$ cat src/rtl/var_bw_pkg.sv
// Shared definitions for the variable bit-width arithmetic datapath:
// FSM states, default widths and the mode-select encoding.
package var_bw_pkg;

    typedef enum logic [1:0] {
        IDLE,
        BUSY,
        DONE
    } state_t;

    localparam int unsigned DEF_W  = 16;
    localparam int unsigned DEF_HW = DEF_W / 2;

    localparam logic PARA = 1'b1;
    localparam logic FULL = 1'b0;

endpackage

$ cat src/rtl/var_bw_sub.sv
// Combinational variable bit-width subtractor over two (W/2+1)-bit lanes.
// In para mode the borrow between the lanes is cut; otherwise they form one wide subtraction.
module var_bw_sub
    import var_bw_pkg::*;
#(
    parameter int unsigned W = DEF_W
) (
    input  logic         para_mode,
    input  logic [W+1:0] x,
    input  logic [W+1:0] y,
    output logic [W+1:0] diff,
    output logic [1:0]   borrow
);

    localparam int unsigned HW = W / 2;

    logic [HW+1:0] lo;
    logic [HW+1:0] hi;
    logic          cin_hi;

    always_comb begin
        lo     = {1'b0, x[HW:0]} - {1'b0, y[HW:0]};
        cin_hi = (para_mode == PARA) ? 1'b0 : lo[HW+1];
        hi     = {1'b0, x[W+1:HW+1]} - {1'b0, y[W+1:HW+1]} - {{(HW+1){1'b0}}, cin_hi};
        diff   = {hi[HW:0], lo[HW:0]};
        borrow = (para_mode == PARA) ? {hi[HW+1], lo[HW+1]} : {1'b0, hi[HW+1]};
    end

endmodule

$ cat src/rtl/var_bw_div.sv
// Iterative restoring unsigned divider: one W-bit divide or two W/2-bit lane
// divides, one quotient bit per lane per cycle, valid/ready on both sides.
module var_bw_div
    import var_bw_pkg::*;
#(
    parameter int unsigned W = DEF_W
) (
    input  logic         clk,
    input  logic         rst_n,
    input  logic         para_mode,
    input  logic         in_valid,
    output logic         in_ready,
    input  logic [W-1:0] a,
    input  logic [W-1:0] b,
    output logic         out_valid,
    input  logic         out_ready,
    output logic [W-1:0] q,
    output logic [W-1:0] r,
    output logic [1:0]   dz
);

    localparam int unsigned HW = W / 2;
    localparam int unsigned CW = $clog2(W + 1);
    localparam logic [CW-1:0] N_FULL = CW'(W);
    localparam logic [CW-1:0] N_PARA = CW'(HW);

    state_t        state;
    logic          mode_r;
    logic [W-1:0]  aq;      // dividend shifts out the top, quotient bits shift in the bottom
    logic [W-1:0]  rem;
    logic [W-1:0]  dvs;
    logic [CW-1:0] cnt;

    logic [W+1:0]  sub_x;
    logic [W+1:0]  sub_y;
    logic [W+1:0]  sub_d;
    logic [1:0]    bw;
    logic [W-1:0]  aq_nxt;
    logic [W-1:0]  rem_nxt;
    logic [1:0]    dz_calc;
    logic          unused_bits;

    var_bw_sub #(.W(W)) u_sub (
        .para_mode (mode_r),
        .x         (sub_x),
        .y         (sub_y),
        .diff      (sub_d),
        .borrow    (bw)
    );

    // Para mode packs each lane as {partial remainder, next dividend bit} in W/2+1 bits.
    always_comb begin
        if (mode_r == PARA) begin
            sub_x   = {rem[W-1:HW], aq[W-1], rem[HW-1:0], aq[HW-1]};
            sub_y   = {1'b0, dvs[W-1:HW], 1'b0, dvs[HW-1:0]};
            rem_nxt = {bw[1] ? sub_x[W:HW+1] : sub_d[W:HW+1],
                       bw[0] ? sub_x[HW-1:0] : sub_d[HW-1:0]};
            aq_nxt  = {aq[W-2:HW], ~bw[1], aq[HW-2:0], ~bw[0]};
            dz_calc = {dvs[W-1:HW] == '0, dvs[HW-1:0] == '0};
        end else begin
            sub_x   = {1'b0, rem, aq[W-1]};
            sub_y   = {2'b00, dvs};
            rem_nxt = bw[0] ? sub_x[W-1:0] : sub_d[W-1:0];
            aq_nxt  = {aq[W-2:0], ~bw[0]};
            dz_calc = {1'b0, dvs == '0};
        end
    end

    assign unused_bits = ^{sub_d[W+1], sub_d[HW]};

    always_ff @(posedge clk or negedge rst_n) begin
        if (!rst_n) begin
            state     <= IDLE;
            in_ready  <= 1'b1;
            out_valid <= 1'b0;
            q         <= '0;
            r         <= '0;
            dz        <= '0;
            mode_r    <= FULL;
            aq        <= '0;
            rem       <= '0;
            dvs       <= '0;
            cnt       <= '0;
        end else begin
            case (state)
                IDLE: begin
                    if (in_valid) begin
                        aq       <= a;
                        dvs      <= b;
                        mode_r   <= para_mode;
                        rem      <= '0;
                        cnt      <= (para_mode == PARA) ? N_PARA : N_FULL;
                        in_ready <= 1'b0;
                        state    <= BUSY;
                    end
                end
                BUSY: begin
                    aq  <= aq_nxt;
                    rem <= rem_nxt;
                    cnt <= cnt - 1'b1;
                    if (cnt == CW'(1)) begin
                        q         <= aq_nxt;
                        r         <= rem_nxt;
                        dz        <= dz_calc;
                        out_valid <= 1'b1;
                        state     <= DONE;
                    end
                end
                DONE: begin
                    if (out_ready) begin
                        out_valid <= 1'b0;
                        in_ready  <= 1'b1;
                        state     <= IDLE;
                    end
                end
                default: state <= IDLE;
            endcase
        end
    end

endmodule
$ cat config.mk
export PLATFORM = sky130hd
export DESIGN_NAME = var_bw_div
export DESIGN_NICKNAME = d
export VERILOG_FILES = /design/src/rtl/var_bw_pkg.sv /design/src/rtl/var_bw_sub.sv /design/src/rtl/var_bw_div.sv
export SDC_FILE = /design/constraint.sdc
export NUM_CORES = 1
export LEC_CHECK = 0
export ABC_AREA = 1
export CORE_MARGIN = 2
export CORE_UTILIZATION = 50
export DETAILED_ROUTE_END_ITERATION = 7
export GPL_ROUTABILITY_DRIVEN = 0
export GPL_TIMING_DRIVEN = 0
export HOLD_SLACK_MARGIN = 0.1
export PLACE_DENSITY = 0.74
export SYNTH_ARGS = -nofsm -noshare
export SYNTH_HDL_FRONTEND = slang
export SYNTH_SLANG_ARGS = --single-unit
$ cat constraint.sdc
create_clock -name clk -period 4.6 [get_ports clk]
set_input_delay 0.69 -clock clk [delete_from_list [all_inputs] [get_ports clk]]
set_output_delay 0.69 -clock clk [all_outputs]
set_load 0.05 [all_outputs]
==> flow_metrics.py, run 1 <==
metrics = {
    "global_routing": {
        "met3_usage": 0.0458,
        "grt_busiest_layer": "met2",
        "grt_first_pass_wirelength_um": 22600,
        "grt_pass1_vias": 4930,
        "antenna_found_initial": 0,
        "track_usage": 0.250,
        "overflow": 0,
        "grt.met1_usage": 0.321,
        "grt_util_met2": 0.424,
        "grt_max_degree": 49,
    },
    "placement": {
        "placed_area_mm2": 0.00608,
        "post-place-ws_ns": 0.801,
        "place_inst": 887,
        "post-dp-hpwl_um": 9590,
        "portBuffers": 72,
    },
    "timing": {
        "skew_ns": 0.0125,
        "slew_headroom": 0.577,
        "tightest_slew_ns": 0.635,
        "setup_violations": 0,
        "timing_hold_violations_final": 0,
        "slew_viol_final": 0,
        "timing.final.crit_period_ns": 3.87,
        "worst_slack_ns": 0.727,
        "fmax_mhz": 258,
        "rsz0062_at_grt": "false",
        "fin_crit_sh": 0.842,
    },
    "clock_network": {
        "clock_tree.buffer_depth": 2,
        "clk_pin_slew_ns": 0.09,
        "hold_buffers": 0,
        "htreeDepth": 3,
        "cts-root-buf": "clkbuf_8",
        "cts_tree": "built",
        "cts_sinks": 92,
        "cts_inserted_buffers": 9,
        "cts_resized": 0,
        "post_cts_buffers": 0,
        "insertion_delay_ns": 0.36,
    },
    "cells_and_area": {
        "final-seq-area_mm2": 0.00230,
        "filler_cell_count": 935,
        "multi_input_area_mm2": 0.00242,
        "final_nets": 826,
        "drive_gt1_frac": 0.0587,
        "postLayoutCellArea_mm2": 0.00627,
        "area_growth_pct": 21.4,
        "diodes": 0,
        "fin_util": 0.616,
        "stdcell_count": 903,
    },
    "floorplan": {
        "initial_core_util": 0.507,
        "num_io_pins": 73,
        "rows": 37,
        "die_area_mm2": 0.0112,
        "die_w_um": 106,
        "core_area_mm2": 0.0102,
        "die_y_um": 106,
    },
    "logic_synthesis": {
        "syn_area_mm2": 0.00517,
        "yosysTopAreaCell": "dfrtp_1",
        "synth.net_count": 742,
        "ys_seq_elements": 92,
        "synth_top_area_frac": 0.441,
        "synth_cells": 678,
        "yosysSeqAreaShare": 0.446,
        "synth_cell_types": 35,
        "synthTopCellsByArea": "dfrtp_1 44%, nand2_1 18%, inv_1 6.2%",
        "yosysWarningCount": 0,
        "syn_area_per_cell_um2": 7.62,
    },
    "hold_path": {
        "min_path_type": "input port to async pin",
    },
    "route": {
        "ant_nets": 0,
        "first_pass_iters": 5,
        "routed_wl_um": 12800,
        "viasPerCell": 5.23,
        "dr_total_vias": 4727,
        "drt_iter0_drc": 214,
        "routedWlPerCell_um": 14.2,
        "remaining_drc_errors": 0,
    },
    "worst_setup_path": {
        "rrSetupSlack_ns": 0.73,
        "crit_fanout": 10,
        "end_kind": "flop",
        "crit_required_ns": 4.82,
        "cp.arrival_ns": 4.09,
        "start_kind": "flop",
        "reg2reg_depth": 16,
        "critPathKind": "flop to flop",
        "reg2reg_from": "mode_r$_DFFE_PN0P_",
        "r2r_end": "rem[1]$_DFFE_PN0P_",
    },
    "run_status": {
        "outcome": "complete, no violations",
    },
    "job": {
        "cap_violations": 0,
    },
}
[placed cells by master (no fill, tap or decap), drive strengths merged, types with 3 or more instances in the layout]
cell | netlist | routed
clkinv | 0 | 4
nand2 | 256 | 256
xnor2 | 3 | 3
buf | 5 | 7
o22ai | 10 | 10
nor2 | 31 | 31
clkbuf | 20 | 30
dfrtp | 91 | 91
a21oi | 20 | 20
nand3 | 20 | 20
clkdlybuf4s50 | 0 | 71
xor2 | 6 | 6
nor4 | 3 | 3
ha | 24 | 24
fa | 3 | 3
nand4 | 6 | 6
o211ai | 3 | 3
a221oi | 5 | 5
o21ai | 75 | 75
inv | 88 | 89
[sequential cells by signal, summed over array words and instances (netlist names)]
signal / flops
aq: 16
dz: 2
cnt: 5
in_ready: 1
q: 16
rem: 16
r: 16
state: 2
out_valid: 1
dvs: 16
mode_r: 1
[critical path: stages, from the launching register on]
cell      delay [ns]
dfrtp_1         0.41
clkbuf_1        0.36
clkbuf_1        0.38
clkbuf_1        0.43
o21ai_0         0.19
ha_1            0.30
inv_1           0.04
ha_1            0.33
nand2_1         0.07
nand2_1         0.06
a21oi_1         0.28
nand3_4         0.15
nand2_4         0.15
nand2_4         0.10
buf_6           0.16
o21ai_2         0.18
o21ai_1         0.09
[how the worst max path moves through the flow]
stage / startpoint / to / slack [ns] / depth (start not counted)
after floorplan: mode_r$_DFFE_PN0P_ / rem[7]$_DFFE_PN0P_ / 1.34 / 21
after global placement: rst_n / q[12]$_DFFE_PN0P_ / -0.50 / 1
after detailed placement: mode_r$_DFFE_PN0P_ / r[15]$_DFFE_PN0P_ / 0.80 / 17
after CTS: mode_r$_DFFE_PN0P_ / rem[1]$_DFFE_PN0P_ / 0.75 / 16
after global routing: mode_r$_DFFE_PN0P_ / rem[14]$_DFFE_PN0P_ / 0.36 / 26
final: mode_r$_DFFE_PN0P_ / rem[1]$_DFFE_PN0P_ / 0.73 / 16
[cells by family after synthesis]
| family | after synthesis | share of synthesized area |
|---|---|---|
| simple gates | 320 | 0.253 |
| flops | 92 | 0.446 |
| fa+ha+maj | 27 | 0.0697 |
| xor+xnor | 9 | 0.0153 |
| compound gates | 117 | 0.130 |
| buf+inv | 113 | 0.0867 |
[synthesized netlist by cell type]
cell type	number
a21o_1	1
a21oi_1	20
a221oi_1	5
buf_2	1
buf_4	2
buf_6	2
clkbuf_1	20
dfrtp_1	91
dfstp_2	1
fa_1	3
ha_1	24
inv_1	86
inv_2	2
nand2_1	252
nand2_2	2
nand2_4	2
nand3_1	17
nand3_2	2
nand3_4	1
nand3b_1	1
nand4_1	6
nor2_1	29
nor2_2	2
nor3_1	2
nor4_1	3
o211ai_1	3
o21a_1	1
o21ai_0	59
o21ai_1	6
o21ai_2	10
o21bai_1	2
o22ai_1	10
or2_2	1
xnor2_1	3
xor2_1	6
[per-layer routing]
layer / up-vias / wire length (um)
met4: 0 / 280
met5: - / 0
met2: 141 / 6160
li1: 2323 / -
met1: 2240 / 5730
met3: 23 / 649
[area by class of cell]
class,instances,share of cell area
inverters,88,0.0527
repair buffers,73,0.119
clock buffers,10,0.0203
clock inverters,6,0.00997
flip-flops and latches,92,0.367
plain buffers,25,0.0187
well taps,136,0.0271
multi-input cells,473,0.385
[metrics by stage]
stage / hold slack, ns / setup TNS (ns)
finish: 0.322 / 0
global route: 0.361 / 0
CTS: 0.339 / 0
detailed placement: 0.466 / 0
global placement: 0.453 / -44.66
floorplan: 0.394 / 0
Power of run 1 is left out: the tool's default activity adds up to more than one toggle a clock period on the data nets, which glitch-free logic cannot reach.
==> inputs of run 2 (changes only) <==
==> constraint.sdc (replaced) <==
create_clock -name clk -period 4 [get_ports clk]
set_input_delay 0.6 -clock clk [delete_from_list [all_inputs] [get_ports clk]]
set_output_delay 0.6 -clock clk [all_outputs]
set_load 0.05 [all_outputs]
==> run 2 against run 1 <==
  * Cell count unchanged
  * Flip-flop and latch count unchanged
  * Critical path depth up 3
  * Wire length increased by 0.48%
  * Die area unchanged
  * Non-clock buffer count unchanged
==> flow_metrics.py, run 2 (synthesis results as in run 1) <==
metrics = {
    "run_status": {
        "outcome": "complete, no violations",
    },
    "global_routing": {
        "overflow": 0,
        "grt_pass1_vias": 4930,
        "antenna_found_initial": 0,
        "grt_max_degree": 49,
        "track_usage": 0.250,
        "grt_first_pass_wirelength_um": 22600,
    },
    "route": {
        "routed_wl_um": 12900,
        "viasPerCell": 5.19,
        "ant_nets": 0,
        "drt_iter0_drc": 224,
        "dr_total_vias": 4689,
        "first_pass_iters": 5,
        "routedWlPerCell_um": 14.3,
        "remaining_drc_errors": 0,
    },
    "placement": {
        "portBuffers": 72,
        "post-place-ws_ns": 0.201,
        "post-dp-hpwl_um": 9590,
        "placed_area_mm2": 0.00608,
    },
    "clock_network": {
        "clk_pin_slew_ns": 0.09,
        "cts_inserted_buffers": 9,
        "insertion_delay_ns": 0.36,
        "post_cts_buffers": 0,
        "cts_tree": "built",
        "clock_tree.buffer_depth": 2,
        "htreeDepth": 3,
        "cts_sinks": 92,
        "cts-root-buf": "clkbuf_8",
        "hold_buffers": 0,
    },
    "worst_setup_path": {
        "start_kind": "flop",
        "cp.arrival_ns": 3.83,
        "end_kind": "flop",
        "critPathKind": "flop to flop",
        "crit_required_ns": 4.22,
        "crit_fanout": 10,
    },
    "timing": {
        "slew_headroom": 0.585,
        "tightest_slew_ns": 0.622,
        "worst_slack_ns": 0.392,
        "setup_violations": 0,
        "fmax_mhz": 277,
        "timing_hold_violations_final": 0,
        "whs_ns": 0.232,
        "skew_ns": 0.0131,
        "timing.final.crit_period_ns": 3.61,
        "slew_viol_final": 0,
        "rsz0062_at_grt": "true",
        "fin_crit_sh": 0.902,
    },
    "cells_and_area": {
        "layout_common_cells": "252 x nand2_1, 91 x dfrtp_1, 86 x inv_1",
        "diodes": 0,
        "area_growth_pct": 21.5,
        "layout_commonest_cell": "nand2_1",
        "drive_gt1_frac": 0.0626,
        "postLayoutCellArea_mm2": 0.00628,
        "final_nets": 826,
    },
    "floorplan": {
        "core_area_mm2": 0.0102,
        "die_y_um": 106,
        "die_area_mm2": 0.0112,
        "rows": 37,
        "initial_core_util": 0.507,
        "num_io_pins": 73,
        "die_w_um": 106,
    },
    "job": {
        "cap_violations": 0,
    },
    "hold_path": {
        "min_path_type": "input port to async pin",
    },
}
-- run 2: per-stage QoR --
stage | util | instances | setup TNS (ns)
after floorplan | - | 678 | 0
after global placement | 0.595 | 886 | -91.07
after detailed placement | 0.597 | 887 | 0
after CTS | 0.616 | 903 | 0
after global routing | 0.617 | 903 | -0.00851
final | 0.617 | 903 | 0
-- run 2: timing repair --
| action | in CTS | in global routing |
|---|---|---|
| setup endpoints to repair | 0 | 34 |
| hold endpoints to repair | 0 | 0 |
| gates resized for setup | 0 | 8 |
-- run 2: worst paths after layout --
check / startpoint / to / slack [ns] / depth (start not counted)
worst max-delay path: mode_r$_DFFE_PN0P_ / rem[1]$_DFFE_PN0P_ / 0.39 / 19
worst min-delay path: rst_n / rem[15]$_DFFE_PN0P_ / 0.23 / 1
worst max register to register: mode_r$_DFFE_PN0P_ / rem[1]$_DFFE_PN0P_ / 0.39 / 19
worst min register to register: in_ready$_DFFE_PN1P_ / in_ready$_DFFE_PN1P_ / 0.48 / 2
max in group asynchronous: rst_n / r[3]$_DFFE_PN0P_ / 3.11 / 2
min in group clk: in_ready$_DFFE_PN1P_ / in_ready$_DFFE_PN1P_ / 0.48 / 2
-- run 2: layout make-up --
cell class / count / area [um^2]
fillers: 938 / 3910
repair buffers: 73 / 746
flip-flops and latches: 92 / 2300
inverters: 88 / 330
multi-input cells: 473 / 2420
plain buffers: 25 / 124
well taps: 136 / 170
clock inverters: 6 / 62.6
clock buffers: 10 / 128
-- run 2: layer usage --
metal | vias to the layer above | routed length [um] | global-route usage
li1 | 2319 | - | -
met1 | 2225 | 5760 | 0.321
met2 | 124 | 6250 | 0.424
met3 | 21 | 608 | 0.0458
met4 | 0 | 269 | 0.0855
met5 | - | 0 | 0
-- run 2: critical path, cell delays in order (launching register included) --
cell and delay [ns]:
dfrtp_1 0.41, clkbuf_1 0.35, o21ai_0 0.26, ha_1 0.24
inv_1 0.11, nand3_1 0.09, nand3_1 0.15, nor2_1 0.08
fa_1 0.38, inv_1 0.10, ha_1 0.23, nand2_1 0.11
nor2_2 0.05, nand3_2 0.09, nand3_4 0.12, nand2_4 0.15
nand2_4 0.10, buf_6 0.16, o21ai_2 0.19, o21ai_1 0.09
Power of run 2 is left out for the same reason.
==> inputs of run 3 (changes only) <==
--- a/config.mk
+++ b/config.mk
@@ -13,6 +13,7 @@
 export GPL_TIMING_DRIVEN = 0
 export HOLD_SLACK_MARGIN = 0.1
 export PLACE_DENSITY = 0.74
+export SKIP_LAST_GASP = 1
 export SYNTH_ARGS = -nofsm -noshare
 export SYNTH_HDL_FRONTEND = slang
 export SYNTH_SLANG_ARGS = --single-unit
==> results of run 3 <==
The final DEF is identical to that of run 2; final timing and power are the same.
Power of run 3 is left out for the same reason.
